--- src/rtl/dr_scan_pkg.sv ---
// Shared types and dual-rail coding helpers for the scan-chain controller.
package dr_scan_pkg;

  typedef enum logic [2:0] {
    IDLE,
    SH_TOK,
    SH_SPC,
    CAP_TOK,
    CAP_SPC
  } state_t;

  localparam logic [1:0] DR_ONE  = 2'b10;
  localparam logic [1:0] DR_ZERO = 2'b01;

  // Spacer codeword for the given polarity: {0,0} or {1,1}.
  function automatic logic [1:0] dr_spacer(input logic pol);
    return {pol, pol};
  endfunction

  // A codeword is a valid token only when the two rails differ.
  function automatic logic dr_valid(input logic [1:0] code);
    return code[1] ^ code[0];
  endfunction

endpackage

--- src/rtl/dr_tok_enc.sv ---
// Combinational encoder: a bit becomes a dual-rail token, or a spacer when idle.
module dr_tok_enc
  import dr_scan_pkg::*;
(
  input  logic       tok,
  input  logic       bit_val,
  input  logic       pol,
  output logic [1:0] code
);

  // Token selects the rail pair for bit_val; otherwise the spacer is emitted.
  always_comb begin
    code = dr_spacer(pol);
    if (tok) code = bit_val ? DR_ONE : DR_ZERO;
  end

endmodule

--- src/rtl/dr_scan_ctrl.sv ---
// Dual-rail scan-chain controller: serial shift of a test vector with
// token/spacer alternation, parallel scan-out capture and optional capture.
module dr_scan_ctrl
  import dr_scan_pkg::*;
#(
  parameter int unsigned CHAIN_LEN = 16,
  parameter bit          SP_POL    = 1'b0
) (
  input  logic                 C,
  input  logic                 RN,
  input  logic                 start,
  input  logic                 cap_en,
  input  logic [CHAIN_LEN-1:0] vec_in,
  output logic [CHAIN_LEN-1:0] vec_out,
  output logic                 busy,
  output logic                 done,
  output logic                 err,
  output logic                 SE_1,
  output logic                 SE_0,
  output logic                 SD_1,
  output logic                 SD_0,
  input  logic                 SO_1,
  input  logic                 SO_0,
  output logic                 SP
);

  localparam int unsigned KW = (CHAIN_LEN > 1) ? $clog2(CHAIN_LEN) : 1;
  localparam logic [KW-1:0] K_LAST = KW'(CHAIN_LEN - 1);

  state_t                 state, nxt;
  logic [KW-1:0]          k;
  logic [CHAIN_LEN-1:0]   vec_q;
  logic                   cap_q;
  logic                   done_nxt;
  logic                   accept;
  logic                   se_tok, se_scan, sd_tok;
  logic [1:0]             se_code, sd_code, so_code;

  assign accept  = (state == IDLE) && start;
  assign so_code = {SO_1, SO_0};
  assign busy    = (state != IDLE);
  assign SP      = SP_POL;

  // State, index counter, latched request and result registers.
  always_ff @(posedge C) begin
    if (!RN) begin
      state   <= IDLE;
      k       <= '0;
      vec_q   <= '0;
      cap_q   <= 1'b0;
      vec_out <= '0;
      err     <= 1'b0;
      done    <= 1'b0;
    end else begin
      state <= nxt;
      done  <= done_nxt;
      if (accept) begin
        vec_q <= vec_in;
        cap_q <= cap_en;
        err   <= 1'b0;
        k     <= '0;
      end
      if (state == SH_TOK) begin
        vec_out[k] <= dr_valid(so_code) ? SO_1 : 1'b0;
        if (!dr_valid(so_code)) err <= 1'b1;
      end
      if (state == SH_SPC && k != K_LAST) k <= k + 1'b1;
    end
  end

  // Next-state decode and dual-rail drive selection.
  always_comb begin
    nxt      = state;
    done_nxt = 1'b0;
    se_tok   = 1'b0;
    se_scan  = 1'b0;
    sd_tok   = 1'b0;
    case (state)
      IDLE: if (start) nxt = SH_TOK;
      SH_TOK: begin
        se_tok  = 1'b1;
        se_scan = 1'b1;
        sd_tok  = 1'b1;
        nxt     = SH_SPC;
      end
      SH_SPC: begin
        if (k != K_LAST) begin
          nxt = SH_TOK;
        end else if (cap_q) begin
          nxt = CAP_TOK;
        end else begin
          nxt      = IDLE;
          done_nxt = 1'b1;
        end
      end
      CAP_TOK: begin
        se_tok = 1'b1;
        nxt    = CAP_SPC;
      end
      CAP_SPC: begin
        nxt      = IDLE;
        done_nxt = 1'b1;
      end
      default: nxt = IDLE;
    endcase
  end

  dr_tok_enc u_se_enc (
    .tok     (se_tok),
    .bit_val (se_scan),
    .pol     (SP_POL),
    .code    (se_code)
  );

  dr_tok_enc u_sd_enc (
    .tok     (sd_tok),
    .bit_val (vec_q[k]),
    .pol     (SP_POL),
    .code    (sd_code)
  );

  assign {SE_1, SE_0} = se_code;
  assign {SD_1, SD_0} = sd_code;

endmodule

--- config.mk ---
export PLATFORM = sky130hd
export DESIGN_NAME = dr_scan_ctrl
export DESIGN_NICKNAME = d
export VERILOG_FILES = /design/src/rtl/dr_scan_pkg.sv /design/src/rtl/dr_tok_enc.sv /design/src/rtl/dr_scan_ctrl.sv
export SDC_FILE = /design/constraint.sdc
export NUM_CORES = 1
export LEC_CHECK = 0
export ABC_AREA = 1
export BUFFER_PORTS_ARGS = -buffer_cell sky130_fd_sc_hd__buf_2
export CORE_ASPECT_RATIO = 0.6
export CORE_MARGIN = 4
export CORE_UTILIZATION = 53
export DETAILED_ROUTE_END_ITERATION = 10
export PLACE_DENSITY = 0.78
export SLEW_MARGIN = 20
export SYNTH_ARGS = -nofsm -noshare
export SYNTH_HDL_FRONTEND = slang
export SYNTH_SLANG_ARGS = --single-unit
--- constraint.sdc ---
create_clock -name C -period 1.79 [get_ports C]
set_input_delay 0.0895 -clock C [delete_from_list [all_inputs] [get_ports C]]
set_output_delay 0.0895 -clock C [all_outputs]
set_load 0.005 [all_outputs]
==> impl_metrics.env, run 1 <==
export IMPL_hold_depth=3
export IMPL_max_slew_margin_pct=63.9
export IMPL_grt_first_pass_wirelength_um=7670
export IMPL_antenna_found_initial=0
export IMPL_drive_above_1_share_pct=23.5
export IMPL_r2r_end="k[1]$_SDFFE_PN0P_"
export IMPL_synth_fp_nets=287
export IMPL_root_buffer="clkbuf_8"
export IMPL_cp_end_kind="primary output"
export IMPL_hold_class="in2reg"
export IMPL_grt_max_degree=37
export IMPL_pwr_share_clk_pct=32.6
export IMPL_hold_viol_final=0
export IMPL_seqPwrFrac_pct=52.3
export IMPL_worstPathRequired_ns=1.70
export IMPL_port_buffers=44
export IMPL_rsz0062_at_grt="false"
export IMPL_final_cell_area_sq_um=2290
export IMPL_timing_rr_start="k[1]$_SDFFE_PN0P_"
export IMPL_grt_pass1_vias=1600
export IMPL_hold_end="vec_q[12]$_SDFFE_PN0P_"
export IMPL_clock_skew_ns=0.00850
export IMPL_cts_sinks=42
export IMPL_postPlaceCellArea_sq_um=2190
export IMPL_drt_iter0_drc=121
export IMPL_setup_viol=0
export IMPL_synth_distinct_cells=26
export IMPL_final_cell_mix="buf_2 (44), dfxtp_1 (41), nand2_1 (37)"
export IMPL_p_leak_nw=1.06
export IMPL_post_route_period_util_pct=91.6
export IMPL_worst_slew_pin_slew_ns=0.539
export IMPL_postCtsSetupBuffers=0
export IMPL_grt_use_total_pct=21.1
export IMPL_antenna_cells=0
export IMPL_reg2reg_depth=7
export IMPL_clockBufferDepth=2
export IMPL_vias_per_cell=5.27
export IMPL_fp_row_count=16
export IMPL_vias=1849
export IMPL_maxCapViolCount=0
export IMPL_dieArea_sq_um=4700
export IMPL_hold_buffers=0
export IMPL_cts_buffers=5
export IMPL_wl_per_cell_um=13.1
export IMPL_critPathLaunchType="flop"
export IMPL_finalCriticalPeriod_ns=1.64
export IMPL_place_congestion=0.894
export IMPL_ff2ff_setup_slack_ns=0.33
export IMPL_grt_remaining_overflow=0
export IMPL_synth_cells=260
export IMPL_switching_share_pct=27.1
export IMPL_critPathMaxFanout=5
export IMPL_p_per_area_nw_per_um2=839
export IMPL_ys_ff_latch=42
export IMPL_clk_insertion_delay_late_ns=0.29
export IMPL_dp_hpwl_um=3340
export IMPL_drcViolationCount=0
export IMPL_drt_total_wl_um=4590
export IMPL_ys_warn_count=0
export IMPL_status="finished clean"
export IMPL_power_switching_mw=0.521
export IMPL_min_delay_start="vec_in[12]"
export IMPL_p_int_mw=1.40
export IMPL_area_delta_synth_final_pct=18.7
export IMPL_cts_tree="done"
export IMPL_ant_nets=0
export IMPL_htree_levels=2
export IMPL_avgSynthCellArea_sq_um=7.43
export IMPL_coreArea_sq_um=3380
export IMPL_syn_area_sq_um=1930
export IMPL_final_max_slew_violation_count=0
export IMPL_final_nets=332
export IMPL_path_class="reg2out"
export IMPL_critPathArrivalTime_ns=1.55
export IMPL_cts_resized=0
export IMPL_power_frac_comb_pct=15.2
export IMPL_io_pins=46
export IMPL_firstDrtPassIters=4
export IMPL_clkTransAtPathRegs_ns=0.08
export IMPL_fillCellCount=314
export IMPL_ir_drop_mv=0.568
export IMPL_fmax_ghz=0.610
export IMPL_die_w_um=85.9
export IMPL_ys_seq_area_share_pct=43.6
export IMPL_die_h_um=54.8
export IMPL_setup_tns_ns=0
export IMPL_layout_commonest_cell="buf_2"
export IMPL_start_util_pct=57.1
==> sequential cells by signal (all words and copies together), names as in the netlist <==
register and cells:
k 4, err 1, cap_q 1, vec_q 16, done 1, state 3
vec_out 16
==> worst max-delay path: stages (launching register included) <==
cell and delay (ns):
dfxtp_1 0.40, inv_1 0.12, nand2_2 0.13, inv_1 0.12
nand2_1 0.08, nand2_1 0.07, nor3_1 0.19, buf_2 0.14
==> layer usage <==
layer | vias to the layer above | global-route usage, % | wire, um
li1 | 952 | - | -
met2 | 68 | 28.6 | 1780
met5 | - | 0 | 0
met1 | 819 | 31.2 | 2390
met3 | 10 | 6.17 | 364
met4 | 0 | 7.11 | 60
==> power by group through the flow <==
stage	clock network [mW]	registers (mW)	logic (mW)
after global placement	0	1.03	0.283
after CTS	0.635	1.01	0.291
final	0.626	1.01	0.292
after detailed placement	0	1.03	0.288
after global routing	0.684	1.01	0.332
after floorplan	0	1.02	0.204
==> cell usage after synthesis (all sizes together) <==
cell type  count  area (sq um)
a21oi         36           180
a31oi          4          25.0
buf            6          40.0
clkbuf         4          17.5
clkinv         3          13.8
conb           1          3.75
dfxtp         42           841
ha             5          62.6
inv           36           140
nand2         42           173
nand3         24           138
nor2           9          51.3
nor3           7          35.0
nor4           4          25.0
o21ai         37           185
==> metrics by stage <==
| stage | setup slack (ns) | power, mW | hold WS, ns | std cells | util, % |
|---|---|---|---|---|---|
| global route | 0.0126 | 2.03 | 0.0825 | 351 | 67.8 |
| global placement | 0.411 | 1.31 | 0.356 | 343 | 64.8 |
| floorplan | 0.471 | 1.23 | 0.228 | 260 | - |
| finish | 0.151 | 1.92 | 0.0693 | 351 | 67.8 |
| CTS | 0.119 | 1.93 | 0.0706 | 351 | 67.5 |
| detailed placement | 0.351 | 1.31 | 0.370 | 343 | 64.8 |
==> cell families (layout without fill, tap and decap cells) <==
kind of cell             after synthesis  count (layout)  synth area share [%]
AND/OR/NAND/NOR                       86              86                  21.8
adder cells (fa/ha/maj)                5               5                  3.24
buffers and inverters                 49              95                  11.0
other                                  1               1                 0.194
AO/OA/AOI/OAI                         77              77                  20.2
flip-flops                            42              42                  43.6
==> how the worst max path moves through the flow <==
stage	from	endpoint	slack (ns)	cells after the start
2_1_floorplan	k[1]$_SDFFE_PN0P_	k[1]$_SDFFE_PN0P_	0.47	7
3_3_place_gp	k[0]$_SDFFE_PN0P_	k[1]$_SDFFE_PN0P_	0.41	7
3_5_place_dp	k[0]$_SDFFE_PN0P_	k[1]$_SDFFE_PN0P_	0.35	7
4_1_cts	k[0]$_SDFFE_PN0P_	SD_0	0.12	8
5_1_grt	k[2]$_SDFFE_PN0P_	SD_1	0.01	7
6_report	k[2]$_SDFFE_PN0P_	SD_0	0.15	7
==> area by class of cell <==
cell class / count / area [sq um] / area share, %
clock inverters: 1 / 5.00 / 0.218
multi-input cells: 169 / 886 / 38.6
repair buffers: 48 / 263 / 11.5
well taps: 45 / 56.3 / 2.46
inverters: 39 / 154 / 6.71
flip-flops and latches: 42 / 842 / 36.7
clock buffers: 7 / 86.3 / 3.77
No activity file was read; power rests on OpenSTA's default activity.
==> inputs of run 2 (changes only) <==
--- a/config.mk
+++ b/config.mk
@@ -11,7 +11,7 @@
 export CORE_MARGIN = 4
 export CORE_UTILIZATION = 53
 export DETAILED_ROUTE_END_ITERATION = 10
-export PLACE_DENSITY = 0.78
+export PLACE_DENSITY = 0.79
 export SLEW_MARGIN = 20
 export SYNTH_ARGS = -nofsm -noshare
 export SYNTH_HDL_FRONTEND = slang
==> impl_metrics.env, run 2 (synthesized netlist as in run 1, its figures left out) <==
export IMPL_worstPathRequired_ns=1.70
export IMPL_start_util_pct=57.1
export IMPL_seqPwrFrac_pct=49.7
export IMPL_clockBufferDepth=2
export IMPL_setup_viol=0
export IMPL_crit_start="k[2]$_SDFFE_PN0P_"
export IMPL_hold_class="in2reg"
export IMPL_hold_viol_final=0
export IMPL_clock_skew_ns=0.00794
export IMPL_dp_cells=343
export IMPL_reg_largest_list="vec_out (16), vec_q (16), k (4)"
export IMPL_ant_nets=0
export IMPL_port_buffers=44
export IMPL_dp_hpwl_um=3490
export IMPL_cts_sinks=42
export IMPL_p_leak_nw=1.06
export IMPL_maxCapViolCount=0
export IMPL_p_per_area_nw_per_um2=882
export IMPL_crit_chain="inv_1, nand2_2, inv_1, nand2_1, nand2_1, nor3_1, buf_2"
export IMPL_clk_insertion_delay_late_ns=0.30
export IMPL_drt_total_wl_um=4670
export IMPL_worst_slew_pin_slew_ns=0.575
export IMPL_p_int_mw=1.50
export IMPL_fmax_ghz=0.605
export IMPL_finalNonFillerCells=351
export IMPL_final_cell_mix="buf_2 (44), dfxtp_1 (41), nand2_1 (37)"
export IMPL_finalCriticalPeriod_ns=1.65
export IMPL_die_h_um=54.8
export IMPL_area_delta_synth_final_pct=18.9
export IMPL_critPathSlowestCell="dfxtp_1"
export IMPL_pwr_share_clk_pct=36.2
export IMPL_layout_commonest_cell="buf_2"
export IMPL_critPathMaxFanout=5
export IMPL_power_switching_mw=0.522
export IMPL_dieArea_sq_um=4700
export IMPL_clkTransAtPathRegs_ns=0.08
export IMPL_drt_iter0_drc=217
export IMPL_fillCellCount=295
export IMPL_min_delay_start="vec_in[6]"
export IMPL_seqCellArea_sq_um=842
export IMPL_post_route_period_util_pct=92.3
export IMPL_vias_per_cell=5.30
export IMPL_path_class="reg2out"
export IMPL_switching_share_pct=25.8
export IMPL_design_power_total_mw=2.02
export IMPL_vias=1860
export IMPL_max_slew_margin_pct=61.7
export IMPL_drive_above_1_share_pct=23.2
export IMPL_cp_top_family="simple AND/OR/NAND/NOR gates"
export IMPL_io_pins=46
export IMPL_postCtsSetupBuffers=0
export IMPL_place_congestion=0.884
export IMPL_firstDrtPassIters=4
export IMPL_htree_levels=2
export IMPL_fp_row_count=16
export IMPL_die_w_um=85.9
export IMPL_antenna_found_initial=0
export IMPL_cts_buffers=5
export IMPL_grt_use_total_pct=21.5
export IMPL_critPathLaunchType="flop"
export IMPL_drcViolationCount=0
export IMPL_root_buffer="clkbuf_8"
export IMPL_antenna_cells=0
export IMPL_grt_pass1_vias=1622
export IMPL_ir_drop_mv=0.554
export IMPL_final_nets=332
export IMPL_final_max_slew_violation_count=0
export IMPL_coreArea_sq_um=3380
export IMPL_critPathArrivalTime_ns=1.56
export IMPL_wl_per_cell_um=13.3
export IMPL_grt_first_pass_wirelength_um=7750
export IMPL_grt_max_degree=26
export IMPL_status="finished clean"
export IMPL_timing_rr_start="k[0]$_SDFFE_PN0P_"
export IMPL_multi_input_area_sq_um=886
export IMPL_cp_end_kind="primary output"
export IMPL_crit_buf_inv=3
export IMPL_cp_slowest_stage_delay_ns=0.40
export IMPL_grt_remaining_overflow=0
export IMPL_cts_tree="done"
export IMPL_power_frac_comb_pct=14.1
-- run 2: final timing paths --
| kind | to | slack, ns | cells after the start |
|---|---|---|---|
| setup reg to reg | k[1]$_SDFFE_PN0P_ | 0.32 | 7 |
| setup / recovery | SD_0 | 0.14 | 7 |
| hold reg to reg | vec_q[8]$_SDFFE_PN0P_ | 0.46 | 2 |
| hold / removal | vec_q[6]$_SDFFE_PN0P_ | 0.05 | 3 |
-- run 2: through the flow --
stage	setup TNS [ns]	setup WS [ns]	util, %	instance area (sq um)	hold WS (ns)
after floorplan	0	0.471	-	1930	0.228
after CTS	0	0.104	67.6	2290	0.0510
after global placement	0	0.394	64.4	2180	0.356
after global routing	-0.0186	-0.0186	67.8	2290	0.0558
final	0	0.138	67.8	2290	0.0515
after detailed placement	0	0.332	64.4	2180	0.361
-- run 2: final cells by class --
type,instances,share of cell area (%)
clock inverter,1,1.31
sequential,42,36.7
timing repair buffer,48,10.9
inverter,39,6.71
clock buffer,7,3.33
multi-input combinational,169,38.6
tap,45,2.45
-- run 2: metal layers --
metal,track usage [%],share of wire [%]
met3,5.41,9.0
met4,7.63,0.99
met2,30.7,40
met5,3.41,0
met1,30.9,50
-- run 2: tightest hold or removal path, stage by stage --
cell	delay, ns
buf_2	0.07
o21ai_1	0.06
a21oi_1	0.10
-- run 2: timing repair --
action,4_1_cts,5_1_grt
hold buffers,0,0
resized for setup,0,4
endpoints found under the setup margin,0,1
-- run 2: power groups by stage --
| stage | sequential, mW | combinational, mW | clock [mW] |
|---|---|---|---|
| 2_1_floorplan | 1.02 | 0.204 | 0 |
| 3_3_place_gp | 1.03 | 0.275 | 0 |
| 3_5_place_dp | 1.03 | 0.284 | 0 |
| 4_1_cts | 1.01 | 0.286 | 0.739 |
| 5_1_grt | 1.01 | 0.330 | 0.787 |
| 6_report | 1.01 | 0.285 | 0.733 |
